`src/rtl/mario_motion.sv`:
```
// Per-frame sprite position controller: samples the keycode once per video frame,
// walks left/right with edge clamping and runs a ground/rise/fall jump with gravity.
module mario_motion #(
  parameter int X_START   = 320,
  parameter int GROUND_Y  = 400,
  parameter int Y_MIN     = 0,
  parameter int X_MIN     = 0,
  parameter int X_MAX     = 639,
  parameter int SIZE      = 8,
  parameter int X_STEP    = 2,
  parameter int JUMP_V    = 12,
  parameter int GRAVITY   = 1,
  parameter int VMAX_FALL = 8
) (
  input  logic       Clk,
  input  logic       Reset,
  input  logic       vs,
  input  logic [7:0] keycode,
  output logic [9:0] MarioX,
  output logic [9:0] MarioY,
  output logic [9:0] Mario_size,
  output logic       facing_left,
  output logic       airborne
);

  localparam logic [7:0] KEY_A = 8'h04;
  localparam logic [7:0] KEY_D = 8'h07;
  localparam logic [7:0] KEY_W = 8'h1A;

  localparam logic signed [10:0] X_LO    = 11'(X_MIN + SIZE);
  localparam logic signed [10:0] X_HI    = 11'(X_MAX - SIZE);
  localparam logic signed [10:0] Y_TOP   = 11'(Y_MIN + SIZE);
  localparam logic signed [10:0] Y_GND   = 11'(GROUND_Y);
  localparam logic signed [10:0] X_STEPS = 11'(X_STEP);
  localparam logic signed [10:0] JUMP_S  = 11'(JUMP_V);
  localparam logic signed [6:0]  JUMP_VY = 7'(JUMP_V);
  localparam logic signed [6:0]  GRAV_VY = 7'(GRAVITY);
  localparam logic signed [6:0]  VMAX_VY = 7'(VMAX_FALL);

  typedef enum logic [1:0] {GROUND, RISE, FALL} state_t;

  state_t             state;
  logic signed [6:0]  vy;
  logic               vs_s1, vs_s2, vs_d;
  logic               tick;

  logic signed [10:0] x_s, y_s, x_try, x_new;
  logic signed [6:0]  vy_inc, vy_fall;
  logic signed [10:0] vy_inc_w, vy_fall_w, y_rise, y_fall;

  assign Mario_size = 10'(SIZE);
  assign tick       = vs_s2 & ~vs_d;

  // Next-position arithmetic in signed 11 bits so nothing wraps below zero.
  always_comb begin
    x_s = {1'b0, MarioX};
    y_s = {1'b0, MarioY};
    case (keycode)
      KEY_A:   x_try = x_s - X_STEPS;
      KEY_D:   x_try = x_s + X_STEPS;
      default: x_try = x_s;
    endcase
    if (x_try < X_LO)      x_new = X_LO;
    else if (x_try > X_HI) x_new = X_HI;
    else                   x_new = x_try;

    vy_inc    = vy + GRAV_VY;
    vy_fall   = (vy_inc > VMAX_VY) ? VMAX_VY : vy_inc;
    vy_inc_w  = {{4{vy_inc[6]}}, vy_inc};
    vy_fall_w = {{4{vy_fall[6]}}, vy_fall};
    y_rise    = y_s + vy_inc_w;
    y_fall    = y_s + vy_fall_w;
  end

  always_ff @(posedge Clk or posedge Reset) begin
    if (Reset) begin
      vs_s1       <= 1'b0;
      vs_s2       <= 1'b0;
      vs_d        <= 1'b0;
      MarioX      <= 10'(X_START);
      MarioY      <= 10'(GROUND_Y);
      vy          <= '0;
      state       <= GROUND;
      facing_left <= 1'b0;
      airborne    <= 1'b0;
    end else begin
      vs_s1 <= vs;
      vs_s2 <= vs_s1;
      vs_d  <= vs_s2;
      if (tick) begin
        MarioX <= x_new[9:0];
        if (keycode == KEY_A)      facing_left <= 1'b1;
        else if (keycode == KEY_D) facing_left <= 1'b0;

        case (state)
          GROUND: begin
            if (keycode == KEY_W) begin
              vy       <= -JUMP_VY;
              MarioY   <= 10'(Y_GND - JUMP_S);
              state    <= RISE;
              airborne <= 1'b1;
            end else begin
              vy     <= '0;
              MarioY <= 10'(GROUND_Y);
            end
          end
          RISE: begin
            // Ceiling bump kills upward speed and starts the fall at once.
            if (y_rise < Y_TOP) begin
              MarioY <= Y_TOP[9:0];
              vy     <= '0;
              state  <= FALL;
            end else begin
              MarioY <= y_rise[9:0];
              vy     <= vy_inc;
              if (!vy_inc[6]) state <= FALL;
            end
          end
          FALL: begin
            if (y_fall >= Y_GND) begin
              MarioY   <= 10'(GROUND_Y);
              vy       <= '0;
              state    <= GROUND;
              airborne <= 1'b0;
            end else begin
              MarioY <= y_fall[9:0];
              vy     <= vy_fall;
            end
          end
          default: begin
            state    <= GROUND;
            airborne <= 1'b0;
          end
        endcase
      end
    end
  end

endmodule

```
`config.mk`:
```
export PLATFORM = sky130hd
export DESIGN_NAME = mario_motion
export DESIGN_NICKNAME = d
export VERILOG_FILES = /design/src/rtl/mario_motion.sv
export SDC_FILE = /design/constraint.sdc
export NUM_CORES = 1
export LEC_CHECK = 0
export CAP_MARGIN = 25
export CORE_ASPECT_RATIO = 1.4
export CORE_MARGIN = 1
export CORE_UTILIZATION = 45
export CTS_CLUSTER_DIAMETER = 30
export DETAILED_ROUTE_END_ITERATION = 16
export GPL_TIMING_DRIVEN = 1
export PLACE_DENSITY = 0.73
export SYNTH_ARGS = -nofsm -noshare
export SYNTH_HDL_FRONTEND = slang
export SYNTH_SLANG_ARGS = --single-unit
```
`constraint.sdc`:
```
create_clock -name Clk -period 4.1 [get_ports Clk]
set_input_delay 0.41 -clock Clk [delete_from_list [all_inputs] [get_ports Clk]]
set_output_delay 0.41 -clock Clk [all_outputs]
set_load 0.05 [all_outputs]
```
==> results.tsv <==
metric	value	unit
placed instance area	4250	um^2
clock latency at the later pin of the worst-skew pair	0.30	ns
total track usage	0.248	
nets	550	
Synth Instances	437	
Multi-input gate area	2590	um^2
DRC viols	0	
vias in the first global route	3474	
Leak Pwr	0.00200	uW
Final Hold Viols	0	
most frequent CP cell	a22o_1	
post-synth top area cell	dfrtp_1	
Least-Margin Pin Slew	0.871	ns
Sink Count	34	
Final min period	3.87	ns
crit path DAT	4.06	ns
Placeable Area	7750	um^2
CP Buf/Inv Count	1	
First-pass DRT Iterations	4	
Sequential Area	857	um^2
Crit-path slowest cell	or4_4	
startpoint types	register	
pre-CTS WS	-0.0593	ns
Max Slew Vio Count	0	
synth warn	0	
PortBufs	32	
area share of the largest cell type after synthesis	0.202	
die span in y	108	um
Critical R2R Launch	vy[0]	
worst hold endpoint	vs_s2	
Syn Std Cell Area	3600	um^2
initial antenna violation count	0	
Synth Register Bits	34	
Crit path max-delay family	compound AO/OA/AOI/OAI gates	
final WL	9.96	mm
hold slack	0.351	ns
CP max FO	9	
CTS tree	done	
MaxCap Viol Count	0	
H-tree depth	2	
ys async rst share	1.00	
Final setup viols	0	
Hold Crit Depth	0	
sequential area share after synthesis	0.238	
maximum clock path buffer count	2	
worst-path cell chain	ha_2 -> buf_4 -> nor2b_1 -> or2_2 -> ha_1 -> o211a_1 -> o21a_1 -> or4_4 -> a221oi_4 -> xor2_2 -> a31oi_1 -> a22o_1 -> a22o_1	
status	finished clean	
clk_skew	0.00601	ns
worst hold path class	reg2reg	
clock transition at the registers of the reported paths	0.08	ns
CP Capture Type	register	
relative slew slack	0.417	
CP max stage delay	0.50	ns
Area Growth Syn to Fin	22.2	%
Detailed Place HPWL	7.88	mm
Max IR drop VDD	336	uV
design area	4400	um^2
dominant synthesized flop cell	dfrtp_1	
hold_sp	vs_s1	
CP Class	reg2reg	
Initial Utilization	0.464	
Pwr Density	458	nW/um^2
Post-synth EDFFs	0	
fmax	258	MHz
total CTS buffers	5	
CTS root buf	clkbuf_8	
setup ws final	0.228	ns
DRT iter0 DRCs	166	
cts hold-fix bufs	0	
Final period util	0.944	
# rows	38	
RSZ-0062 raised after global routing	no	
gp weighted congestion	0.939	
vias	3575	
Fin Setup TNS	0	ns
post-route ant nets	0	
r2r setup slk	0.23	ns
R2R cell count	13	
WL/cell	16.5	um
Avg Inst Size Synth	8.23	um^2
share of cells above drive strength 1	0.157	
capturing point of the worst reg2reg path	vy[3]	
full die area	8360	um^2
overall die width	77.6	um
largest cells by area after synthesis	dfrtp_1, ha_1, o21ai_0	
largest net degree at the start of global routing	35	
critical path data required time	4.29	ns
Via density	5.92	
Layout fillers	724	
Ports	43	
first-pass GRT wire length	16.2	mm
Synth cell types	66	
Antenna Diode Count	0	
grt ovf	0	
[worst max path at each step]
stage,start,endpoint,slack [ns],depth (start not counted)
2_1_floorplan,vy[0],airborne,0.07,15
3_3_place_gp,keycode[2],MarioX[2],0.04,14
3_5_place_dp,keycode[2],MarioX[2],-0.06,16
4_1_cts,vy[0],MarioY[9],0.16,17
5_1_grt,vy[0],vy[3],0.01,13
6_report,vy[0],vy[3],0.23,13
[kinds of logic (layout without fill, tap and decap cells)]
kind of cell | after synthesis | count (layout) | share of synthesized area
compound gates | 147 | 147 | 0.289
xor+xnor | 24 | 24 | 0.0605
fa+ha+maj | 36 | 36 | 0.131
buf+inv | 48 | 107 | 0.0633
flops | 34 | 34 | 0.238
mux | 8 | 8 | 0.0250
other cells | 2 | 10 | 0.00209
simple gates | 138 | 138 | 0.191
[final cells by class]
type	instances	share of cell area
well taps	100	0.0285
repair buffers	74	0.145
multi-input cells	363	0.589
clock inverters	1	0.00114
inverters	25	0.0213
clock buffers	7	0.0196
flip-flops and latches	34	0.195
[routing by layer]
| metal | share of wire | track usage | wire, um | vias to the layer above |
|---|---|---|---|---|
| li1 | - | - | - | 1740 |
| met1 | 0.39 | 0.265 | 3940 | 1723 |
| met2 | 0.54 | 0.470 | 5380 | 84 |
| met3 | 0.025 | 0.0271 | 254 | 28 |
| met4 | 0.040 | 0.132 | 397 | 0 |
| met5 | 0 | 0 | 0 | - |
[through the flow]
stage / utilization / cells / power, uW
3_5_place_dp: 0.549 / 595 / 1710
3_3_place_gp: 0.549 / 595 / 1670
6_report: 0.567 / 604 / 2010
2_1_floorplan: - / 445 / 1330
4_1_cts: 0.561 / 603 / 1980
5_1_grt: 0.567 / 604 / 2140
[where the power goes]
group,switching [uW],internal (uW),leakage [uW]
clock,136,136,0.0000482
sequential,90.4,418,0.000416
combinational,736,495,0.00153
total,963,1050,0.00200
[state kept, by name, indices dropped and copies added (netlist names)]
| signal | flops |
|---|---|
| vs_d | 1 |
| vy | 7 |
| facing_left | 1 |
| MarioX | 10 |
| state | 2 |
| vs_s1 | 1 |
| vs_s2 | 1 |
| airborne | 1 |
| MarioY | 10 |
[repair_timing]
action	CTS	global route
setup endpoints to repair	0	15
setup buffers	0	1
gates resized for setup	0	10
[cells in the final DEF, fill, tap and decap left out, drive strengths merged, types with 6 or more instances in the layout]
master         synthesis  routed
a211oi                 7       7
a21o                   9       9
a21oi                 19      19
a22oi                  7       7
a31oi                 12      12
buf                   13      42
clkbuf                10       7
clkdlybuf4s50          0      32
conb                   2      10
dfrtp                 29      29
ha                    33      33
inv                   25      25
nand2                 38      38
nand2b                10      10
nand3                 18      18
nor2                  28      28
nor2b                  7       7
nor3                   9       9
o211ai                 7       7
o21a                   6       6
o21ai                 32      32
xnor2                 12      12
xor2                  12      12
[cells in the mapped netlist (8+ instances only)]
cell type,number
a21o_1,8
a21oi_1,19
a31oi_1,11
buf_4,11
clkbuf_1,9
dfrtp_1,29
ha_1,33
inv_1,25
nand2_1,38
nand2b_1,10
nand3_1,18
nor2_1,28
nor3_1,9
o21ai_0,32
xnor2_1,12
xor2_1,11
No activity file was read; power rests on OpenSTA's default activity.
